[config.mk]
export PLATFORM = sky130hd
export DESIGN_NAME = pps_frequency_counter
export DESIGN_NICKNAME = d
export VERILOG_FILES = /design/src/rtl/pps_frequency_counter_pkg.sv /design/src/rtl/pps_frequency_counter_edge_detect.sv /design/src/rtl/pps_frequency_counter.sv
export SDC_FILE = /design/constraint.sdc
export NUM_CORES = 1
export LEC_CHECK = 0
export CORE_ASPECT_RATIO = 1.2
export CORE_UTILIZATION = 61
export CTS_CLUSTER_SIZE = 14
export DETAILED_ROUTE_END_ITERATION = 8
export HOLD_SLACK_MARGIN = 0.05
export PLACE_DENSITY_LB_ADDON = 0.1
export SYNTH_ARGS = -nofsm -noshare
export SYNTH_HDL_FRONTEND = slang
export SYNTH_SLANG_ARGS = --single-unit
export TNS_END_PERCENT = 5
[constraint.sdc]
create_clock -name clk -period 4.1 [get_ports clk]
set_clock_uncertainty 0.1 [all_clocks]
set_input_delay 0.82 -clock clk [delete_from_list [all_inputs] [get_ports clk]]
set_output_delay 0.82 -clock clk [all_outputs]
set_load 0.01 [all_outputs]
[src/rtl/pps_frequency_counter_pkg.sv]
// Shared definitions for the PPS frequency counter: FSM states, default
// widths and the layout of the status flags in the SPI MISO counter word.
package pps_frequency_counter_pkg;

    localparam int DEFAULT_COUNT_WIDTH = 35;
    localparam int DEFAULT_GATE_WIDTH  = 4;
    localparam int MIN_SYNC_STAGES     = 2;

    typedef enum logic {
        IDLE    = 1'b0,
        MEASURE = 1'b1
    } state_t;

    // MISO word = {result, flags}; flag bit positions within the flag field
    localparam int SPI_FLAG_VALID     = 0;
    localparam int SPI_FLAG_SATURATED = 1;
    localparam int SPI_FLAG_OVERRUN   = 2;
    localparam int SPI_FLAG_GLITCH    = 3;
    localparam int SPI_FLAG_MISSING   = 4;
    localparam int SPI_FLAG_BITS      = 5;
    localparam int SPI_RESULT_LSB     = SPI_FLAG_BITS;

    // Packs the status outputs into the flag field of the MISO word
    function automatic logic [SPI_FLAG_BITS-1:0] pack_flags(
        input logic valid,
        input logic saturated,
        input logic overrun,
        input logic glitch,
        input logic missing
    );
        logic [SPI_FLAG_BITS-1:0] flags;
        flags                     = '0;
        flags[SPI_FLAG_VALID]     = valid;
        flags[SPI_FLAG_SATURATED] = saturated;
        flags[SPI_FLAG_OVERRUN]   = overrun;
        flags[SPI_FLAG_GLITCH]    = glitch;
        flags[SPI_FLAG_MISSING]   = missing;
        return flags;
    endfunction

endpackage

[src/rtl/pps_frequency_counter_edge_detect.sv]
// Synchroniser for the asynchronous PPS pin followed by a history flop;
// pps_rise is high for one cycle, SYNC_STAGES+1 cycles after the pin rises
// (the clock edge that sees it is that many edges after the pin change).
module pps_edge_detect
    import pps_frequency_counter_pkg::*;
#(
    parameter int SYNC_STAGES = 2
) (
    input  logic clk,
    input  logic rst,
    input  logic pps_in,
    output logic pps_rise
);

    // Never build fewer than two synchroniser flops
    localparam int STAGES = (SYNC_STAGES < MIN_SYNC_STAGES) ? MIN_SYNC_STAGES : SYNC_STAGES;

    logic [STAGES-1:0] sync_reg;
    logic              hist_reg;

    // Shift the pin through the synchroniser chain and keep one history bit
    always_ff @(posedge clk) begin
        if (rst) begin
            sync_reg <= '0;
            hist_reg <= 1'b0;
        end else begin
            sync_reg <= {sync_reg[STAGES-2:0], pps_in};
            hist_reg <= sync_reg[STAGES-1];
        end
    end

    assign pps_rise = sync_reg[STAGES-1] & ~hist_reg;

endmodule

[src/rtl/pps_frequency_counter.sv]
// Counts reference-clock cycles across a window of (gate_count+1) PPS
// intervals, with glitch rejection, lost-PPS timeout, counter saturation
// and an overrun flag for results overwritten before the host read them.
module pps_frequency_counter
    import pps_frequency_counter_pkg::*;
#(
    parameter int          COUNT_WIDTH = DEFAULT_COUNT_WIDTH,
    parameter int          GATE_WIDTH  = DEFAULT_GATE_WIDTH,
    parameter int          SYNC_STAGES = 2,
    parameter int          MIN_PERIOD  = 1024,
    parameter logic [63:0] TIMEOUT     = (64'd1 << COUNT_WIDTH) - 64'd1
) (
    input  logic                   clk,
    input  logic                   rst,
    input  logic                   pps_in,
    input  logic [GATE_WIDTH-1:0]  gate_count,
    input  logic                   ack,
    output logic [COUNT_WIDTH-1:0] result,
    output logic                   result_valid,
    output logic                   result_saturated,
    output logic                   result_overrun,
    output logic                   pps_glitch,
    output logic                   pps_missing,
    output logic                   pps_strobe
);

    // since_edge must be able to reach TIMEOUT even when the result
    // counter is narrower than the timeout
    localparam int TIMEOUT_BITS = $clog2(TIMEOUT + 64'd1);
    localparam int SINCE_WIDTH  = (TIMEOUT_BITS > COUNT_WIDTH) ? TIMEOUT_BITS : COUNT_WIDTH;
    localparam logic [SINCE_WIDTH-1:0] TIMEOUT_LIMIT = TIMEOUT[SINCE_WIDTH-1:0];
    localparam logic [SINCE_WIDTH-1:0] MIN_LIMIT     = SINCE_WIDTH'(MIN_PERIOD - 1);

    state_t                 state_reg;
    state_t                 state_next;

    logic                   pps_rise;
    logic                   edge_accept;
    logic                   edge_reject;
    logic                   window_done;
    logic                   window_start;
    logic                   timeout_hit;

    logic [SINCE_WIDTH-1:0] since_edge_reg;
    logic [COUNT_WIDTH-1:0] counter_reg;
    logic                   sat_reg;
    logic [GATE_WIDTH-1:0]  intervals_reg;
    logic [GATE_WIDTH-1:0]  gate_reg;

    logic [COUNT_WIDTH-1:0] result_reg;
    logic                   result_valid_reg;
    logic                   result_saturated_reg;
    logic                   result_overrun_reg;
    logic                   pps_glitch_reg;
    logic                   pps_missing_reg;
    logic                   pps_strobe_reg;

    pps_edge_detect #(
        .SYNC_STAGES (SYNC_STAGES)
    ) u_edge_detect (
        .clk      (clk),
        .rst      (rst),
        .pps_in   (pps_in),
        .pps_rise (pps_rise)
    );

    // FSM state register
    always_ff @(posedge clk) begin
        if (rst) begin
            state_reg <= IDLE;
        end else begin
            state_reg <= state_next;
        end
    end

    // Edge qualification, window completion, timeout and next state
    always_comb begin
        state_next  = state_reg;
        edge_accept = 1'b0;
        edge_reject = 1'b0;
        window_done = 1'b0;
        timeout_hit = 1'b0;
        case (state_reg)
            IDLE: begin
                // first edge starts a window without a spacing check
                if (pps_rise) begin
                    edge_accept = 1'b1;
                    state_next  = MEASURE;
                end
            end
            MEASURE: begin
                if (pps_rise) begin
                    if (since_edge_reg < MIN_LIMIT) begin
                        edge_reject = 1'b1;
                    end else begin
                        edge_accept = 1'b1;
                        window_done = (intervals_reg == gate_reg);
                    end
                end
                // an accepted edge on the timeout cycle keeps the window alive
                if (!edge_accept && since_edge_reg == TIMEOUT_LIMIT) begin
                    timeout_hit = 1'b1;
                    state_next  = IDLE;
                end
            end
            default: begin
                state_next = IDLE;
            end
        endcase
    end

    assign window_start = (state_reg == IDLE && edge_accept) || window_done;

    // Cycles since the last accepted edge, saturating; held at zero in IDLE
    always_ff @(posedge clk) begin
        if (rst) begin
            since_edge_reg <= '0;
            pps_strobe_reg <= 1'b0;
        end else begin
            pps_strobe_reg <= edge_accept;
            if (state_reg == IDLE || edge_accept) begin
                since_edge_reg <= '0;
            end else if (since_edge_reg != '1) begin
                since_edge_reg <= since_edge_reg + 1'b1;
            end
        end
    end

    // Window counter: restarts at 1 on the window edge so no cycle is lost
    always_ff @(posedge clk) begin
        if (rst) begin
            counter_reg   <= '0;
            sat_reg       <= 1'b0;
            intervals_reg <= '0;
            gate_reg      <= '0;
        end else if (window_start) begin
            counter_reg   <= COUNT_WIDTH'(1);
            sat_reg       <= 1'b0;
            intervals_reg <= '0;
            gate_reg      <= gate_count;
        end else if (timeout_hit) begin
            counter_reg   <= '0;
            sat_reg       <= 1'b0;
            intervals_reg <= '0;
        end else if (state_reg == MEASURE) begin
            if (counter_reg == '1) begin
                sat_reg <= 1'b1;
            end else begin
                counter_reg <= counter_reg + 1'b1;
            end
            if (edge_accept) begin
                intervals_reg <= intervals_reg + 1'b1;
            end
        end
    end

    // Latched result; a new result takes priority over the host ack
    always_ff @(posedge clk) begin
        if (rst) begin
            result_reg           <= '0;
            result_valid_reg     <= 1'b0;
            result_saturated_reg <= 1'b0;
        end else if (window_done) begin
            result_reg           <= counter_reg;
            result_valid_reg     <= 1'b1;
            result_saturated_reg <= sat_reg;
        end else if (ack) begin
            result_reg           <= '0;
            result_valid_reg     <= 1'b0;
            result_saturated_reg <= 1'b0;
        end
    end

    // Sticky status flags; a flag raised this cycle beats a clearing ack
    always_ff @(posedge clk) begin
        if (rst) begin
            result_overrun_reg <= 1'b0;
            pps_glitch_reg     <= 1'b0;
            pps_missing_reg    <= 1'b0;
        end else begin
            if (window_done && result_valid_reg && !ack) begin
                result_overrun_reg <= 1'b1;
            end else if (ack) begin
                result_overrun_reg <= 1'b0;
            end

            if (edge_reject) begin
                pps_glitch_reg <= 1'b1;
            end else if (ack) begin
                pps_glitch_reg <= 1'b0;
            end

            if (timeout_hit) begin
                pps_missing_reg <= 1'b1;
            end else if (ack) begin
                pps_missing_reg <= 1'b0;
            end
        end
    end

    assign result           = result_reg;
    assign result_valid     = result_valid_reg;
    assign result_saturated = result_saturated_reg;
    assign result_overrun   = result_overrun_reg;
    assign pps_glitch       = pps_glitch_reg;
    assign pps_missing      = pps_missing_reg;
    assign pps_strobe       = pps_strobe_reg;

endmodule

==> flow_summary.toml, run 1 <==
[synthesis]
synth-compound-area-share_pct = 10.6
synth_most_common_cell = "dfxtp_1"
syn_avg_cell_area_um2 = 9.40
synth_top_family_by_area = "simple AND/OR/NAND/NOR gates"
yosysTopAreaCellShare_pct = 46.7
netlist_instances = 565
synth_warnings = 0
synth.distinct_cells = 44
syn_nets = 576
synth_edf_count = 0
syn_area_um2 = 5310
synth_simple_gate_area_share_pct = 27.6
synth_seq_cells = 124
async_flop_share_pct = 0
synth_flop_cell = "dfxtp_1"
ys_seq_area_share_pct = 46.7
synth_fa_ha_area_share_pct = 0.707
synth_top_area_cell = "dfxtp_1"
muxShareOfSynthArea_pct = 1.32
synthTopCellsByArea = "dfxtp_1, a22o_1, nor2_1, xor2_1, xnor2_1"
synth_xor_area_share_pct = 9.56
synth_commonest_cells = "dfxtp_1, nor2_1, a22o_1, xor2_1"

[sta]
drv_slew = 0
hold_viol = 0
period_share_pct = 65.2
fin_ws_ns = 1.42
finalSetupViolCount = 0
tightestPinTransition_ns = 1.08
fin_setup_tns_ns = 0
timing.fmax_mhz = 374
fin_crit_ns = 2.68
rsz0062_at_grt = "false"
relSlewSlack_pct = 27.4

[placed_design]
gp_congestion = 0.838
pre_cts_slack_ns = 1.21
numPortBuffers = 48
hpwl_um = 7670
place_inst = 708

[cells_and_area]
multi_input_comb_area_um2 = 2650
fin_cells = 739
drive_gt1_share_pct = 6.88
diodes = 0
fill_cells = 593
final-seq-area_um2 = 2480
syn_to_final_growth_pct = 21.0
fin_nets = 624

[setup_path]
cp_cell_sequence = "nor4_1 -> nand3_1 -> o31ai_2 -> or2_0 -> nor3_4 -> buf_4 -> a22o_1"
max_stage_delay_ns = 0.43
cp_max_fo = 30
critPathArrivalTime_ns = 2.98
end_kind = "flip-flop"
slowest_stage = "nor4_1"
critPathRequiredTime_ns = 4.41
crit_type = "reg2reg"
critPathLaunchType = "flip-flop"

[die]
fp-row-count = 36
die_y_um = 104
core_um2 = 8290
dieWidth_um = 87.2
start_util_pct = 64.1
io_pins = 49
die-area_um2 = 9090

[routing]
drtIter0Drc = 201
via_per_inst = 5.89
first_pass_iters = 4
ant_nets = 0
wl_per_cell_um = 15.7
drt-total-wl_um = 11600
vias = 4352
drcViolationCount = 0

[grt]
grt_max_degree = 40
antenna_found_initial = 0
overflow = 0
grt_first_pass_wirelength_um = 19400
grt_pass1_vias = 4180
grt_use_total_pct = 27.3

[pwr]
p_leak_uw = 0.00223
ir_drop_v = 0.000317
p_per_area_nw_per_um2 = 427
power_uw = 2740

[cts]
cts-resized-gates = 0
cts_buffers = 17
hold_buffers = 0
h-tree-depth = 4
cts.sink_count = 124
clk_latency_ns = 0.52
cts.clk_slew.worst_paths_ns = 0.05
cts_tree = "built"
cts_buffer_depth = 2
cts-root-buf = "clkbuf_8"
post_cts_buffers = 0

[min_path]
min_path_type = "reg2reg"

[run_status]
status = "finished clean"

[flow_run]
cap_violations = 0
==> cell type report <==
class,instances,share of cell area [%]
clock buffer,23,6.79
clock inverter,8,2.22
inverter,10,0.584
multi-input combinational,405,41.3
sequential,124,38.6
tap,114,2.22
timing repair buffer,55,8.29
==> cell families (layout without fill, tap and decap cells) <==
group | count (synthesis) | after routing
and+or+nand+nor | 260 | 260
DFF | 124 | 124
AOI/OAI and AO/OA | 77 | 77
xor gates and xnor gates | 58 | 58
buffers and inverters | 36 | 96
muxes | 7 | 7
adders and majority gates | 3 | 3
==> routing by layer <==
layer | track usage (%) | vias up | share of wire (%)
li1 | - | 2147 | -
met5 | 0 | - | 0
met3 | 6.27 | 24 | 4.2
met2 | 47.5 | 95 | 53
met1 | 30.4 | 2086 | 40
met4 | 14.4 | 0 | 2.6
==> per-stage QoR <==
step	hold WS [ns]	area, um^2	utilization (%)
floorplan	0.314	5310	-
global placement	0.333	5850	70.6
detailed placement	0.328	5850	70.6
CTS	0.348	6430	77.6
global route	0.376	6430	77.6
finish	0.345	6430	77.6
==> cell usage in the layout, fill, tap and decap left out, drive strengths merged, types with 3 or more instances in the layout <==
cell type,netlist,final
nand2,26,26
nor2,74,74
nor3,21,21
nor4b,5,5
nor4,17,17
nor2b,8,8
and2,7,7
dfxtp,124,124
and4,16,16
ha,3,3
inv,10,10
bufinv,0,4
xor2,31,31
and3,8,8
mux2i,7,7
o21ai,12,12
nand3,26,26
xnor2,27,27
nand4,28,28
a22o,36,36
or3,13,13
a21oi,18,18
clkbuf,13,23
clkinv,0,3
clkdlybuf4s50,0,48
buf,13,7
==> report_power, final <==
part | leakage, uW | internal [uW] | switching (uW)
Sequential | 0.000999 | 1210 | 4.99
Combinational | 0.000950 | 18.3 | 34.4
Clock | 0.000280 | 979 | 495
Total | 0.00223 | 2210 | 535
==> critical path, delay by kind of cell (launching register included) <==
family,cells,cell delay (ns)
AOI/OAI and AO/OA,2,0.61
buffers and inverters,1,0.29
DFF,1,0.37
and+or+nand+nor,4,1.17
==> worst paths after layout <==
| path | start | end | cells after the start | slack, ns |
|---|---|---|---|---|
| min reg2reg | u_edge_detect.sync_reg[0] | u_edge_detect.sync_reg[1] | 1 | 0.35 |
| max | since_edge_reg[24] | result[7] | 7 | 1.42 |
| max reg2reg | since_edge_reg[24] | result[7] | 7 | 1.42 |
| min | u_edge_detect.sync_reg[0] | u_edge_detect.sync_reg[1] | 1 | 0.35 |
No activity file was read; power rests on OpenSTA's default activity.
==> inputs of run 2 (changes only) <==
- CORE_UTILIZATION: 61 -> 51
- clock period: 4.1 -> 2.3 ns (I/O delays scaled with it)
==> run 2 against run 1 <==
Setup slack worse by 1.3 ns. Flip-flop and latch count stayed put. Via count is 5.4% higher. Fmax is 22% higher. Non-clock buffer count is 58 higher. Critical path type unchanged. Critical endpoint is now since_edge_reg[18]. Highest routed layer unchanged.
==> flow_summary.toml, run 2 (synthesis gave the netlist of run 1 again) <==
[sta]
hold_viol = 0
rsz0062_at_grt = "true"
relSlewSlack_pct = 67.6
holdWs_ns = 0.344
fin_crit_ns = 2.20
timing.fmax_mhz = 455
finalSetupViolCount = 0
period_share_pct = 95.5
tightestPinTransition_ns = 0.482
drv_slew = 0

[placed_design]
gp_congestion = 0.861
numPortBuffers = 48
hpwl_um = 8420
dpl_cell_area_um2 = 6320

[grt]
grt_pass1_vias = 4588
grt_util_met2_pct = 44.3
busiest_layer = "met2"
antenna_found_initial = 0
grt_use_total_pct = 24.3
grt_max_degree = 37
grt_first_pass_wirelength_um = 20600
grtUsageMet1_pct = 26.4
use_met3_pct = 5.67
overflow = 0

[setup_path]
crit_type = "reg2reg"
reg2reg_to = "since_edge_reg[18]"
critPathLaunchType = "flip-flop"
end_kind = "flip-flop"
ff2ff_setup_slack_ns = 0.10
reg2reg_depth = 7
critPathRequiredTime_ns = 2.54
cp_max_fo = 7
reg2reg_from = "since_edge_reg[7]"
critPathArrivalTime_ns = 2.44

[die]
die_y_um = 114
core_um2 = 10100
fp-row-count = 40
io_pins = 49
start_util_pct = 52.8
dieWidth_um = 95.2
die-area_um2 = 10800

[pwr]
power_frac_clock_pct = 55.2
p_per_area_nw_per_um2 = 722
power_frac_comb_pct = 2.4
p_leak_uw = 0.00259
p_int_uw = 4100
switchingPower_uw = 1000
seqPwrFrac_pct = 42.4
ir_drop_v = 0.000404
sw_frac_of_total_pct = 19.6

[cells_and_area]
design_area_um2 = 7080
fin_nets = 682
final_cell_mix = "dfxtp_1, nor2_1, buf_4"
diodes = 0
final_common_cell = "dfxtp_1"
fill_cells = 802
finish.utilization_pct = 70.3
drive_gt1_share_pct = 18.6
syn_to_final_growth_pct = 33.2

[cts]
cts_buffers = 17
cts-root-buf = "clkbuf_16"
cts_buffer_depth = 2
clk_latency_ns = 0.41
hold_buffers = 0
h-tree-depth = 4
cts.clk_slew.worst_paths_ns = 0.06
cts.sink_count = 124
cts_tree = "built"

[min_path]
min_path_type = "reg2reg"
hold_end = "u_edge_detect.sync_reg[1]"
holdPathStages = 1
hp-start = "u_edge_detect.sync_reg[0]"

[routing]
drtIter0Drc = 157
via_per_inst = 5.66
drt-total-wl_um = 12200
ant_nets = 0
vias = 4587
first_pass_iters = 5
wl_per_cell_um = 15.0
drcViolationCount = 0

[flow_run]
cap_violations = 0

[run_status]
status = "finished clean"
-- run 2: cell types whose count changed in the layout (fill, tap and decap cells not counted), sizes merged --
cell and delta:
buf +58, clkinvlp +3, clkbuf -2
-- run 2: per-layer routing --
layer	wire, um	vias up
met3	476	26
met2	6480	103
met5	0	-
met1	4940	2196
met4	271	0
li1	-	2262
-- run 2: how the worst max path moves through the flow --
stage | from | end | slack (ns) | cells after the start
6_report | since_edge_reg[7] | since_edge_reg[18] | 0.10 | 7
5_1_grt | since_edge_reg[22] | counter_reg[2] | -0.02 | 8
4_1_cts | since_edge_reg[26] | counter_reg[2] | -0.004 | 7
3_5_place_dp | since_edge_reg[7] | since_edge_reg[31] | -0.009 | 7
3_3_place_gp | since_edge_reg[0] | counter_reg[29] | 0.04 | 8
2_1_floorplan | since_edge_reg[0] | counter_reg[34] | 0.07 | 9
-- run 2: timing repair --
action	4_1_cts	5_1_grt
cloned	0	0
endpoints found under the setup margin	8	98
pin swaps	0	6
gates resized for setup	4	22
setup buffers	0	3
-- run 2: metrics by stage --
stage          setup WS, ns  setup TNS [ns]  power [uW]  std cells
6_report              0.103               0        5110        810
5_1_grt             -0.0247         -0.0346        5270        810
4_1_cts            -0.00408        -0.00408        5150        807
3_5_place_dp       -0.00913        -0.00913        2330        775
3_3_place_gp         0.0418               0        2330        775
2_1_floorplan        0.0742               0        2280        565
-- run 2: power groups by stage --
stage          registers, uW  clock network, uW  logic [uW]
3_3_place_gp            2210                  0         114
4_1_cts                 2170               2860         118
3_5_place_dp            2210                  0         116
6_report                2170               2820         123
2_1_floorplan           2210                  0        67.9
5_1_grt                 2170               2970         133
-- run 2: final cells by class --
class                      instances  area, um^2  share of cell area, %
multi-input combinational        405        2730                   38.6
sequential                       124        2490                   35.2
clock inverter                    11         165                   2.33
tap                              126         158                   2.23
timing repair buffer             113        1030                   14.5
clock buffer                      21         470                   6.65
inverter                          10        37.5                  0.531
-- run 2: critical path, stage by stage, from the launching register on --
cell	delay, ns
dfxtp_1	0.36
nand4_1	0.20
buf_4	0.20
nor4_1	0.45
o41ai_1	0.18
buf_4	0.19
or3_1	0.30
a21oi_1	0.13
==> inputs of run 3 (changes only) <==
- CORE_UTILIZATION: 51 -> 61
- CTS_CLUSTER_SIZE: 14 -> not set
- clock period: 2.3 -> 2.79 ns (I/O delays scaled with it)
==> run 3 against run 2 <==
Combinational power down 28%. Count of clock-buffer cells in the layout down 3. Global-route usage rose by 4.3 points. Critical endpoint is now result[29]. Cell area down 7.1%.
==> flow_summary.toml, run 3 (synthesis gave the netlist of run 1 again) <==
[setup_path]
cp_max_fo = 24
slowest_stage = "nor4_1"
critPathRequiredTime_ns = 3.10
critPathLaunchType = "flip-flop"
reg2reg_depth = 8
end_kind = "flip-flop"
ff2ff_setup_slack_ns = 0.06
worst_path_most_repeated_cell = "buf_12"
crit_type = "reg2reg"
cp_cell_sequence = "nor4_1 -> nand4_1 -> o31ai_2 -> or2_0 -> nor3_4 -> buf_12 -> buf_12 -> a22o_1"
reg2reg_from = "since_edge_reg[34]"
critPathArrivalTime_ns = 3.03
max_stage_delay_ns = 0.43
reg2reg_to = "result[29]"

[pwr]
seqPwrFrac_pct = 44.8
p_int_uw = 3100
ir_drop_v = 0.000472
sw_frac_of_total_pct = 21.9
power_frac_clock_pct = 52.9
switchingPower_uw = 873
power_frac_comb_pct = 2.2
power_uw = 3980
p_leak_uw = 0.00231
p_per_area_nw_per_um2 = 605

[cts]
cts.clk_slew.worst_paths_ns = 0.06
cts-root-buf = "clkbuf_8"
cts_buffer_depth = 2
cts.sink_count = 124
clk_latency_ns = 0.53
h-tree-depth = 4
cts_buffers = 17
hold_buffers = 0
cts_tree = "built"

[cells_and_area]
syn_to_final_growth_pct = 23.7
diodes = 0
fin_nets = 639
finish.utilization_pct = 79.3
final-seq-area_um2 = 2480
drive_gt1_share_pct = 10.1
final_cell_mix = "dfxtp_1, nor2_1, clkdlybuf4s50_1"
fill_cells = 554
multi_input_comb_area_um2 = 2650
final_common_cell = "dfxtp_1"

[min_path]
min_path_type = "reg2reg"
hold_end = "u_edge_detect.sync_reg[1]"
holdPathStages = 1
hp-start = "u_edge_detect.sync_reg[0]"

[routing]
via_per_inst = 5.98
wl_met3_um = 543
wl_met1_um = 5010
wl_per_cell_um = 16.3
first_pass_iters = 5
drtIter0Drc = 339
vias = 4518
top_layer_used = "met4"
met2WireLength_um = 6440
ant_nets = 0
drcViolationCount = 0
drt-total-wl_um = 12300

[sta]
relSlewSlack_pct = 45.6
timing.fmax_mhz = 367
period_share_pct = 97.7
drv_slew = 0
tightestPinTransition_ns = 0.809
hold_viol = 0
fin_crit_ns = 2.73
finalSetupViolCount = 0

[grt]
overflow = 0
antenna_found_initial = 0
grt_pass1_vias = 4481
grt_max_degree = 37
grt_first_pass_wirelength_um = 20700
grt_use_total_pct = 28.7

[flow_run]
cap_violations = 0

[die]
die_y_um = 104
start_util_pct = 64.1
core_um2 = 8290
dieWidth_um = 87.2
die-area_um2 = 9090
io_pins = 49
fp-row-count = 36

[placed_design]
numPortBuffers = 48
hpwl_um = 8010
gp_congestion = 0.881

[run_status]
status = "finished clean"
## run 3: changes by cell type in the layout (fill, tap and decap cells not counted), moves of 3 or more
cell,before,now
dfxtp_1,120,124
buf_4,59,19
dfxtp_2,4,0
nor4_2,5,0
and4_1,13,16
nor4_1,10,15
## run 3: cell type report
cell class / instances / share of cell area [%]
timing repair buffer: 70 / 10.4
clock buffer: 18 / 6.51
multi-input combinational: 405 / 40.4
inverter: 10 / 0.571
tap: 114 / 2.17
clock inverter: 14 / 2.21
sequential: 124 / 37.8
## run 3: worst max-delay path by stage
stage | startpoint | endpoint | slack [ns] | depth (start not counted)
2_1_floorplan | since_edge_reg[0] | counter_reg[34] | 0.56 | 9
4_1_cts | since_edge_reg[25] | result[29] | 0.14 | 7
6_report | since_edge_reg[34] | result[29] | 0.06 | 8
5_1_grt | since_edge_reg[25] | result[29] | -0.004 | 8
3_5_place_dp | since_edge_reg[5] | result[29] | 0.18 | 7
3_3_place_gp | since_edge_reg[4] | result_saturated | 0.27 | 7
## run 3: what timing repair did
item / CTS / global route
endpoints found under the hold margin: 0 / 0
endpoints found under the setup margin: 0 / 24
setup buffers: 0 / 4
gates resized for setup: 0 / 0
## run 3: metrics by stage
step,TNS [ns],hold WS (ns),setup WS [ns],area (um^2),instances
final,0,0.347,0.0650,6570,755
after global routing,-0.00621,0.359,-0.00435,6570,755
after CTS,0,0.353,0.141,6530,751
after detailed placement,0,0.333,0.179,5960,719
after global placement,0,0.343,0.270,5960,719
after floorplan,0,0.314,0.564,5310,565
## run 3: power groups by stage
| stage | registers, uW | logic, uW | clock network [uW] |
|---|---|---|---|
| 5_1_grt | 1780 | 94.9 | 2200 |
| 3_5_place_dp | 1820 | 87.3 | 0 |
| 4_1_cts | 1780 | 87.8 | 2120 |
| 2_1_floorplan | 1820 | 55.9 | 0 |
| 6_report | 1780 | 88.1 | 2100 |
| 3_3_place_gp | 1820 | 84.9 | 0 |
## run 3: worst max-delay path: cells and delay by family (launching register included)
family,cells,cell delay [ns]
simple gates,4,1.20
compound gates,2,0.62
flops,1,0.37
buf+inv,2,0.31
## run 3: per-layer routing
metal	global-route usage, %	vias to the layer above
met5	0	-
met4	13.3	0
met3	6.03	39
met2	49.7	163
met1	33.2	2143
li1	-	2173
